==> src/rtl/mem_wb_lsu_pkg.sv <==
// rtl/mem_wb_lsu_pkg.sv - shared encodings for the memory-stage LSU and MEM/WB register
package mem_wb_lsu_pkg;

  typedef enum logic [2:0] {
    F3_B  = 3'b000,
    F3_H  = 3'b001,
    F3_W  = 3'b010,
    F3_BU = 3'b100,
    F3_HU = 3'b101
  } funct3_e;

  typedef enum logic [1:0] {
    RES_ALU = 2'b00,
    RES_MEM = 2'b01,
    RES_PC4 = 2'b10
  } result_src_e;

  typedef enum logic [1:0] {
    EXC_NONE     = 2'b00,
    EXC_MISALIGN = 2'b01,
    EXC_TIMEOUT  = 2'b10
  } exc_e;

  typedef enum logic {
    ST_IDLE = 1'b0,
    ST_WAIT = 1'b1
  } lsu_state_e;

endpackage

==> src/rtl/mem_wb_lsu_align.sv <==
// rtl/mem_wb_lsu_align.sv - byte-lane strobes, store replication, load extension, misalign check
module mem_wb_lsu_align
  import mem_wb_lsu_pkg::*;
(
  input  logic [2:0]  funct3_i,
  input  logic [1:0]  off_i,
  input  logic [31:0] wdata_i,
  input  logic [31:0] rdata_i,
  output logic        aligned_o,
  output logic [3:0]  wstrb_o,
  output logic [31:0] wdata_o,
  output logic [31:0] rdata_o
);

  logic [7:0]  byte_sel;
  logic [15:0] half_sel;

  assign byte_sel = rdata_i[{off_i, 3'b000} +: 8];
  assign half_sel = off_i[1] ? rdata_i[31:16] : rdata_i[15:0];

  // Undefined size encodings fall through to a full word access.
  always_comb begin
    aligned_o = 1'b1;
    wstrb_o   = 4'b1111;
    wdata_o   = wdata_i;
    rdata_o   = rdata_i;
    case (funct3_i)
      F3_B, F3_BU: begin
        wstrb_o = 4'b0001 << off_i;
        wdata_o = {4{wdata_i[7:0]}};
        rdata_o = {{24{~funct3_i[2] & byte_sel[7]}}, byte_sel};
      end
      F3_H, F3_HU: begin
        aligned_o = ~off_i[0];
        wstrb_o   = 4'b0011 << off_i;
        wdata_o   = {2{wdata_i[15:0]}};
        rdata_o   = {{16{~funct3_i[2] & half_sel[15]}}, half_sel};
      end
      default: aligned_o = (off_i == 2'b00);
    endcase
  end

endmodule

==> src/rtl/mem_wb_lsu.sv <==
// rtl/mem_wb_lsu.sv - memory-stage load/store unit with req/ready port and MEM/WB register
module mem_wb_lsu
  import mem_wb_lsu_pkg::*;
#(
  parameter int TIMEOUT = 16
) (
  input  logic        clk,
  input  logic        reset,
  input  logic [31:0] ALUResultM,
  input  logic [31:0] WriteDataM,
  input  logic [4:0]  RdM,
  input  logic [31:0] PCPlus4M,
  input  logic        RegWriteM,
  input  logic [1:0]  ResultSrcM,
  input  logic        MemReadM,
  input  logic        MemWriteM,
  input  logic [2:0]  Funct3M,
  output logic        dmem_req,
  output logic        dmem_we,
  output logic [31:0] dmem_addr,
  output logic [3:0]  dmem_wstrb,
  output logic [31:0] dmem_wdata,
  input  logic        dmem_ready,
  input  logic [31:0] dmem_rdata,
  output logic        StallM,
  output logic [31:0] ALUResultW,
  output logic [31:0] ReadDataW,
  output logic [31:0] PCPlus4W,
  output logic [4:0]  RdW,
  output logic [1:0]  ResultSrcW,
  output logic        RegWriteW,
  output logic [1:0]  ExcW
);

  localparam int CW = (TIMEOUT > 2) ? $clog2(TIMEOUT) : 1;
  localparam logic [CW-1:0] CNT_LAST = CW'(TIMEOUT - 2);

  lsu_state_e  state_q, state_d;
  logic [CW-1:0] cnt_q, cnt_d;

  logic        mem_op, aligned, misaligned, abort;
  logic [31:0] load_data;

  logic [31:0] alu_w_q, alu_w_d, rdata_w_q, rdata_w_d, pc4_w_q, pc4_w_d;
  logic [4:0]  rd_w_q, rd_w_d;
  logic [1:0]  src_w_q, src_w_d, exc_w_q, exc_w_d;
  logic        regwrite_w_q, regwrite_w_d;

  mem_wb_lsu_align u_align (
    .funct3_i  (Funct3M),
    .off_i     (ALUResultM[1:0]),
    .wdata_i   (WriteDataM),
    .rdata_i   (dmem_rdata),
    .aligned_o (aligned),
    .wstrb_o   (dmem_wstrb),
    .wdata_o   (dmem_wdata),
    .rdata_o   (load_data)
  );

  assign mem_op     = MemReadM | MemWriteM;
  assign misaligned = mem_op & ~aligned;
  assign dmem_addr  = {ALUResultM[31:2], 2'b00};
  assign dmem_we    = MemWriteM;
  assign dmem_req   = ~reset & ((state_q == ST_WAIT) | (mem_op & aligned));
  // The last wait cycle aborts unless ready shows up in that same cycle.
  assign abort      = (state_q == ST_WAIT) & ~dmem_ready & (cnt_q == CNT_LAST);
  assign StallM     = dmem_req & ~dmem_ready & ~abort;

  always_comb begin
    state_d      = state_q;
    cnt_d        = cnt_q;
    alu_w_d      = ALUResultM;
    rdata_w_d    = abort ? 32'h0 : load_data;
    pc4_w_d      = PCPlus4M;
    rd_w_d       = RdM;
    src_w_d      = ResultSrcM;
    regwrite_w_d = RegWriteM & ~misaligned & ~abort;
    exc_w_d      = abort ? EXC_TIMEOUT : (misaligned ? EXC_MISALIGN : EXC_NONE);
    case (state_q)
      ST_IDLE: begin
        if (dmem_req && !dmem_ready) begin
          state_d = ST_WAIT;
          cnt_d   = '0;
        end
      end
      default: begin
        if (dmem_ready || abort) state_d = ST_IDLE;
        else cnt_d = cnt_q + CW'(1);
      end
    endcase
    if (StallM) begin
      alu_w_d      = alu_w_q;
      rdata_w_d    = rdata_w_q;
      pc4_w_d      = pc4_w_q;
      rd_w_d       = rd_w_q;
      src_w_d      = src_w_q;
      regwrite_w_d = 1'b0;
      exc_w_d      = EXC_NONE;
    end
  end

  always_ff @(posedge clk or posedge reset) begin
    if (reset) begin
      state_q      <= ST_IDLE;
      cnt_q        <= '0;
      alu_w_q      <= '0;
      rdata_w_q    <= '0;
      pc4_w_q      <= '0;
      rd_w_q       <= '0;
      src_w_q      <= '0;
      regwrite_w_q <= 1'b0;
      exc_w_q      <= '0;
    end else begin
      state_q      <= state_d;
      cnt_q        <= cnt_d;
      alu_w_q      <= alu_w_d;
      rdata_w_q    <= rdata_w_d;
      pc4_w_q      <= pc4_w_d;
      rd_w_q       <= rd_w_d;
      src_w_q      <= src_w_d;
      regwrite_w_q <= regwrite_w_d;
      exc_w_q      <= exc_w_d;
    end
  end

  assign ALUResultW = alu_w_q;
  assign ReadDataW  = rdata_w_q;
  assign PCPlus4W   = pc4_w_q;
  assign RdW        = rd_w_q;
  assign ResultSrcW = src_w_q;
  assign RegWriteW  = regwrite_w_q;
  assign ExcW       = exc_w_q;

endmodule

==> config.mk <==
export PLATFORM = sky130hd
export DESIGN_NAME = mem_wb_lsu
export DESIGN_NICKNAME = d
export VERILOG_FILES = /design/src/rtl/mem_wb_lsu_pkg.sv /design/src/rtl/mem_wb_lsu_align.sv /design/src/rtl/mem_wb_lsu.sv
export SDC_FILE = /design/constraint.sdc
export NUM_CORES = 1
export LEC_CHECK = 0
export CAP_MARGIN = 20
export CORE_MARGIN = 2
export CORE_UTILIZATION = 35
export DETAILED_ROUTE_END_ITERATION = 8
export PLACE_DENSITY = 0.85
export SLEW_MARGIN = 30
export SYNTH_ARGS = -nofsm -noshare
export SYNTH_HDL_FRONTEND = slang
export SYNTH_SLANG_ARGS = --single-unit
==> constraint.sdc <==
create_clock -name clk -period 3.9 [get_ports clk]
set_clock_uncertainty 0.05 [all_clocks]
set_input_delay 0.975 -clock clk [delete_from_list [all_inputs] [get_ports clk]]
set_output_delay 0.975 -clock clk [all_outputs]
set_load 0.01 [all_outputs]
==> results_dict.tcl, run 1 <==
set metrics [dict create \
    status "finished, final reports clean" \
    grt_max_degree 104 \
    port_buffers 318 \
    rsz0062_at_grt "no" \
    slew_headroom_pct 50.7 \
    power.density_nw_per_um2 339 \
    start_kind "input port" \
    dieArea_um2 17500 \
    drv_slew 0 \
    cap_violations 0 \
    fin_util_pct 57.4 \
    synth.distinct_cells 42 \
    r2r_start "cnt_q[0]" \
    hold_viol 0 \
    drc 0 \
    routedWlPerCell_um 19.8 \
    critPathCaptureType "primary output" \
    die_h_um 132 \
    cts-buffers-inserted 9 \
    ios 321 \
    finalSetupTns_ns 0 \
    worstHoldEndpoint "ReadDataW[7]" \
    fp.dieW_um 132 \
    leakage_nw 3.83 \
    top_layer_used "met4" \
    multi_input_area_um2 2470 \
    worstPathArrival_ns 2.68 \
    n_antenna_cell 0 \
    fillers 1321 \
    setup_viol 0 \
    ir_drop_mv 0.169 \
    grt_pass1_vias 5051 \
    antenna_found_initial 0 \
    place.gp.congestion 0.801 \
    cts_tree "done" \
    crit_required_ns 2.87 \
    final_cell_mix "clkdlybuf4s50_1 (316), dfrtp_1 (111), mux2_2 (69)" \
    grt-ovfl-total 0 \
    min_path_cells 1 \
    startpoint "ALUResultM[0]" \
    hold_class "flip-flop to flip-flop" \
    synthArstFlopShare_pct 100 \
    synth_seq_area_share_pct 48.3 \
    critPathKind "input port to primary output" \
    worstSkewPairLatency_ns 0.36 \
    synthCells 465 \
    postRouteAntennaNets 0 \
    grt_pass1_wl_um 29400 \
    first_pass_iters 5 \
    regArea_um2 2780 \
    reg2reg_to "ALUResultW[17]" \
    num_vias 4791 \
    cts_buffer_depth 2 \
    ctsHoldBuffers 0 \
    cts.reportedPaths.clkPinSlew_ns 0.07 \
    num-nets-final 884 \
    synth_area_per_cell_um2 12.4 \
    route.met3.wl_um 1530 \
    ys.flop_type "dfrtp_1" \
    root_buffer "clkbuf_16" \
    core_um2 15900 \
    rrSetupSlack_ns 1.65 \
    synth_area_um2 5750 \
    yosys_warnings 0 \
    htreeDepth 3 \
    start_util_pct 36.1 \
    routed_wl_um 19000 \
    hpwl_um 14700 \
    fmax_mhz 270 \
    cts_setup_buffers 0 \
    rr_worst_depth 7 \
    cts_resized 0 \
    period_share_pct 95.1 \
    synth-edff-count 0 \
    grt.total_usage_pct 21.8 \
    wl_met1_um 6970 \
    clkSinkCount 111 \
    tightest_slew_ns 0.737 \
    crit_fanout 4 \
    period_needed_ns 3.71 \
    layout_commonest_cell "clkdlybuf4s50_1" \
    std_cell_rows 46 \
    hp-start "ReadDataW[7]" \
    initialDrtViolationCount 309 \
    drive_gt1_share_pct 19.4 \
    wl_met2_um 10200 \
    ys_ff_latch 111 \
    viasPerCell 5.00 \
    syn_to_final_growth_pct 59.2 \
]
==> metrics by stage <==
step	worst slack, ns	std cells	total power, mW	hold WS [ns]	area, um2
floorplan	0.790	466	1.74	0.455	5760
global placement	0.217	943	2.25	0.420	8880
detailed placement	0.184	943	2.26	0.426	8880
CTS	0.177	959	3.14	0.446	9150
global route	0.0594	959	3.25	0.452	9150
finish	0.190	959	3.10	0.443	9150
==> final cells by class <==
cell class	count	area share, %
flip-flops and latches	111	30.3
clock inverters	7	0.519
well taps	216	2.95
repair buffers	335	36.5
inverters	4	0.205
multi-input cells	277	27.0
clock buffers	9	2.46
==> sequential cells by signal (all words and copies together), names as in the netlist <==
register    flops
RdW             5
cnt_q           4
ALUResultW     32
PCPlus4W       32
ReadDataW      32
ExcW            2
state_q         1
ResultSrcW      2
RegWriteW       1
==> routing by layer <==
metal / GRT usage (%) / vias up
met5: 0 / -
met4: 6.34 / 0
met3: 6.81 / 18
met2: 40.5 / 235
met1: 23.8 / 2320
li1: - / 2218
==> where the power goes <==
| group | total (mW) | internal [mW] | switching (mW) |
|---|---|---|---|
| clock | 0.863 | 0.434 | 0.429 |
| sequential | 1.33 | 1.26 | 0.0685 |
| combinational | 0.908 | 0.545 | 0.362 |
==> worst max-delay path by stage <==
| stage | end | slack [ns] | depth (start not counted) |
|---|---|---|---|
| after floorplan | dmem_wdata[18] | 0.79 | 4 |
| after global placement | StallM | 0.22 | 5 |
| after detailed placement | StallM | 0.18 | 5 |
| after CTS | StallM | 0.18 | 5 |
| after global routing | StallM | 0.06 | 5 |
| final | StallM | 0.19 | 5 |
==> synthesized netlist by cell type (2+ instances only) <==
library cell	instances	share of area (%)
dfrtp_1	111	48
mux2_2	69	14
buf_4	43	5.6
mux2_4	27	7.1
a22o_1	24	3.7
nand2_1	20	1.3
a21o_1	17	2.2
clkbuf_1	14	0.91
o21ai_0	14	1.2
buf_2	11	0.96
nand3_1	11	0.96
a21oi_1	10	0.87
nor2_1	9	0.59
a222oi_1	8	1.4
mux2i_1	8	1.4
o2bb2ai_1	8	1.2
a2bb2oi_1	7	1.1
o211ai_1	7	0.91
or4b_2	7	1.2
buf_6	5	0.98
inv_1	4	0.26
nand2b_1	4	0.44
nor2b_1	3	0.33
and3_1	2	0.22
ha_1	2	0.44
nor2_2	2	0.22
o22ai_1	2	0.22
xor2_1	2	0.30
==> worst max-delay path: stages <==
cell and delay [ns]:
clkdlybuf4s50_1 0.48, a21oi_1 0.33, o311ai_2 0.17, nor2_4 0.15, clkdlybuf4s50_1 0.58
==> cells by family after synthesis <==
kind of cell | Yosys count | share of synthesized area, %
flops | 111 | 48.3
fa+ha+maj | 2 | 0.435
compound gates | 103 | 14.0
mux | 104 | 22.0
buf+inv | 78 | 8.79
simple gates | 64 | 6.09
other cells | 1 | 0.0652
xor+xnor | 2 | 0.305
Power figures use the tool's default switching activity.
==> run 2: changes to the inputs <==
--- a/config.mk
+++ b/config.mk
@@ -10,6 +10,7 @@
 export CORE_UTILIZATION = 35
 export DETAILED_ROUTE_END_ITERATION = 8
 export PLACE_DENSITY = 0.85
+export REMOVE_ABC_BUFFERS = 1
 export SLEW_MARGIN = 30
 export SYNTH_ARGS = -nofsm -noshare
 export SYNTH_HDL_FRONTEND = slang
==> run 2 against run 1 <==
  * Register-to-register slack hardly changed
  * Core utilization is 0.31 points higher
  * Design area is 0.53% higher
  * Count of clock-buffer cells in the layout is 1 higher
  * Routed wire length is 7.3% lower
  * Critical endpoint is now dmem_req
==> results_dict.tcl, run 2 (synthesis results as in run 1) <==
set metrics [dict create \
    status "finished, final reports clean" \
    core_um2 15900 \
    critPathCaptureType "primary output" \
    clkSinkCount 111 \
    start_util_pct 36.1 \
    hold_class "flip-flop to flip-flop" \
    seqPwrFrac_pct 42.2 \
    crit_required_ns 2.87 \
    worstSkewPairLatency_ns 0.34 \
    grt_pass1_vias 5014 \
    std_cell_rows 46 \
    layout_commonest_cell "clkdlybuf4s50_1" \
    cts_setup_buffers 0 \
    leakage_nw 3.85 \
    antenna_found_initial 0 \
    drc 0 \
    comb_power_share_pct 28.7 \
    fp.dieW_um 132 \
    period_share_pct 96.7 \
    port_buffers 318 \
    hpwl_um 13300 \
    hold_viol 0 \
    ctsHoldBuffers 0 \
    htreeDepth 3 \
    num-nets-final 887 \
    start_kind "input port" \
    cap_violations 0 \
    tightest_slew_ns 0.723 \
    pwr-share-clk_pct 29.1 \
    root_buffer "clkbuf_16" \
    final_cell_area_um2 9200 \
    crit_fanout 4 \
    postRouteAntennaNets 0 \
    routed_wl_um 17600 \
    intPower_mw 2.26 \
    swShare_pct 28.2 \
    p_switching_uw 889 \
    slew_headroom_pct 51.8 \
    ios 321 \
    finalSetupTns_ns 0 \
    n_antenna_cell 0 \
    cts_resized 0 \
    period_needed_ns 3.77 \
    dpl-instance-area_um2 8910 \
    drive_gt1_share_pct 19.4 \
    cts_buffer_depth 2 \
    final_cell_mix "clkdlybuf4s50_1 (317), dfrtp_1 (111), mux2_2 (69)" \
    instances_no_fill 962 \
    ir_drop_mv 0.289 \
    cts-buffers-inserted 9 \
    grt_pass1_wl_um 27900 \
    critPathKind "input port to primary output" \
    rsz0062_at_grt "no" \
    placedCellCount 946 \
    routedWlPerCell_um 18.3 \
    worstPathArrival_ns 2.75 \
    drv_slew 0 \
    setup_viol 0 \
    power_mw 3.15 \
    cts_tree "done" \
    viasPerCell 4.95 \
    initialDrtViolationCount 297 \
    place.gp.congestion 0.845 \
    num_vias 4765 \
    fmax_mhz 265 \
    grt-ovfl-total 0 \
    hold_slack_ns 0.443 \
    syn_to_final_growth_pct 60.0 \
    grt.total_usage_pct 20.1 \
    cts.reportedPaths.clkPinSlew_ns 0.08 \
    power.density_nw_per_um2 342 \
    dieArea_um2 17500 \
    first_pass_iters 4 \
    die_h_um 132 \
    grt_max_degree 104 \
]
## run 2: changes by cell type in the layout (fill, tap and decap cells not counted)
cell and change:
clkinvlp_4 -2, clkbuf_1 +1, buf_4 +3, inv_4 +1, clkdlybuf4s50_1 +1, clkinv_8 +2
buf_2 -1, clkinv_2 -3, inv_6 +1
## run 2: worst max-delay path, cell delays in order
cell	delay (ns)
clkdlybuf4s50_1	0.49
a21oi_1	0.34
o22ai_1	0.18
a21oi_1	0.18
clkdlybuf4s50_1	0.57
## run 2: per-layer routing
layer	GRT usage, %	vias up	share of wire [%]
li1	-	2230	-
met1	25.0	2304	41
met2	33.6	210	50
met3	5.84	21	7.8
met4	6.64	0	1.8
met5	0	-	0
## run 2: final timing paths
kind,startpoint,to,slack [ns],cells past startpoint
min reg2reg,ReadDataW[6],ReadDataW[6],0.44,1
max,Funct3M[0],dmem_req,0.13,5
max in group asynchronous,reset,ALUResultW[9],2.11,4
min in group asynchronous,reset,ReadDataW[23],1.02,3
min,ReadDataW[6],ReadDataW[6],0.44,1
max reg2reg,cnt_q[0],ALUResultW[14],1.64,7
## run 2: power groups by stage
| stage | clock [mW] | sequential, mW | combinational (mW) |
|---|---|---|---|
| 6_report | 0.916 | 1.33 | 0.906 |
| 5_1_grt | 0.992 | 1.35 | 0.963 |
| 4_1_cts | 0.942 | 1.33 | 0.914 |
| 3_5_place_dp | 0 | 1.35 | 0.909 |
| 3_3_place_gp | 0 | 1.35 | 0.896 |
| 2_1_floorplan | 0 | 1.39 | 0.285 |
## run 2: layout make-up
type,count,area [um2]
Multi-Input combinational cell,277,2470
Inverter,4,17.5
Timing Repair Buffer,338,3370
Clock inverter,6,66.3
Fill cell,1328,6740
Clock buffer,10,229
Tap cell,216,270
Sequential cell,111,2780
## run 2: per-stage QoR
| step | setup WS [ns] | utilization [%] |
|---|---|---|
| after floorplan | -1.38 | - |
| after global placement | 0.135 | 55.9 |
| after detailed placement | 0.122 | 55.9 |
| after CTS | 0.123 | 57.7 |
| after global routing | 0.0298 | 57.7 |
| final | 0.128 | 57.7 |
==> run 3: changes to the inputs <==
--- a/config.mk
+++ b/config.mk
@@ -8,6 +8,7 @@
 export CAP_MARGIN = 20
 export CORE_MARGIN = 2
 export CORE_UTILIZATION = 35
+export CTS_CLUSTER_DIAMETER = 50
 export DETAILED_ROUTE_END_ITERATION = 8
 export PLACE_DENSITY = 0.85
 export REMOVE_ABC_BUFFERS = 1
==> results of run 3 <==
No change in the layout: final DEF, timing and power equal those of run 2.
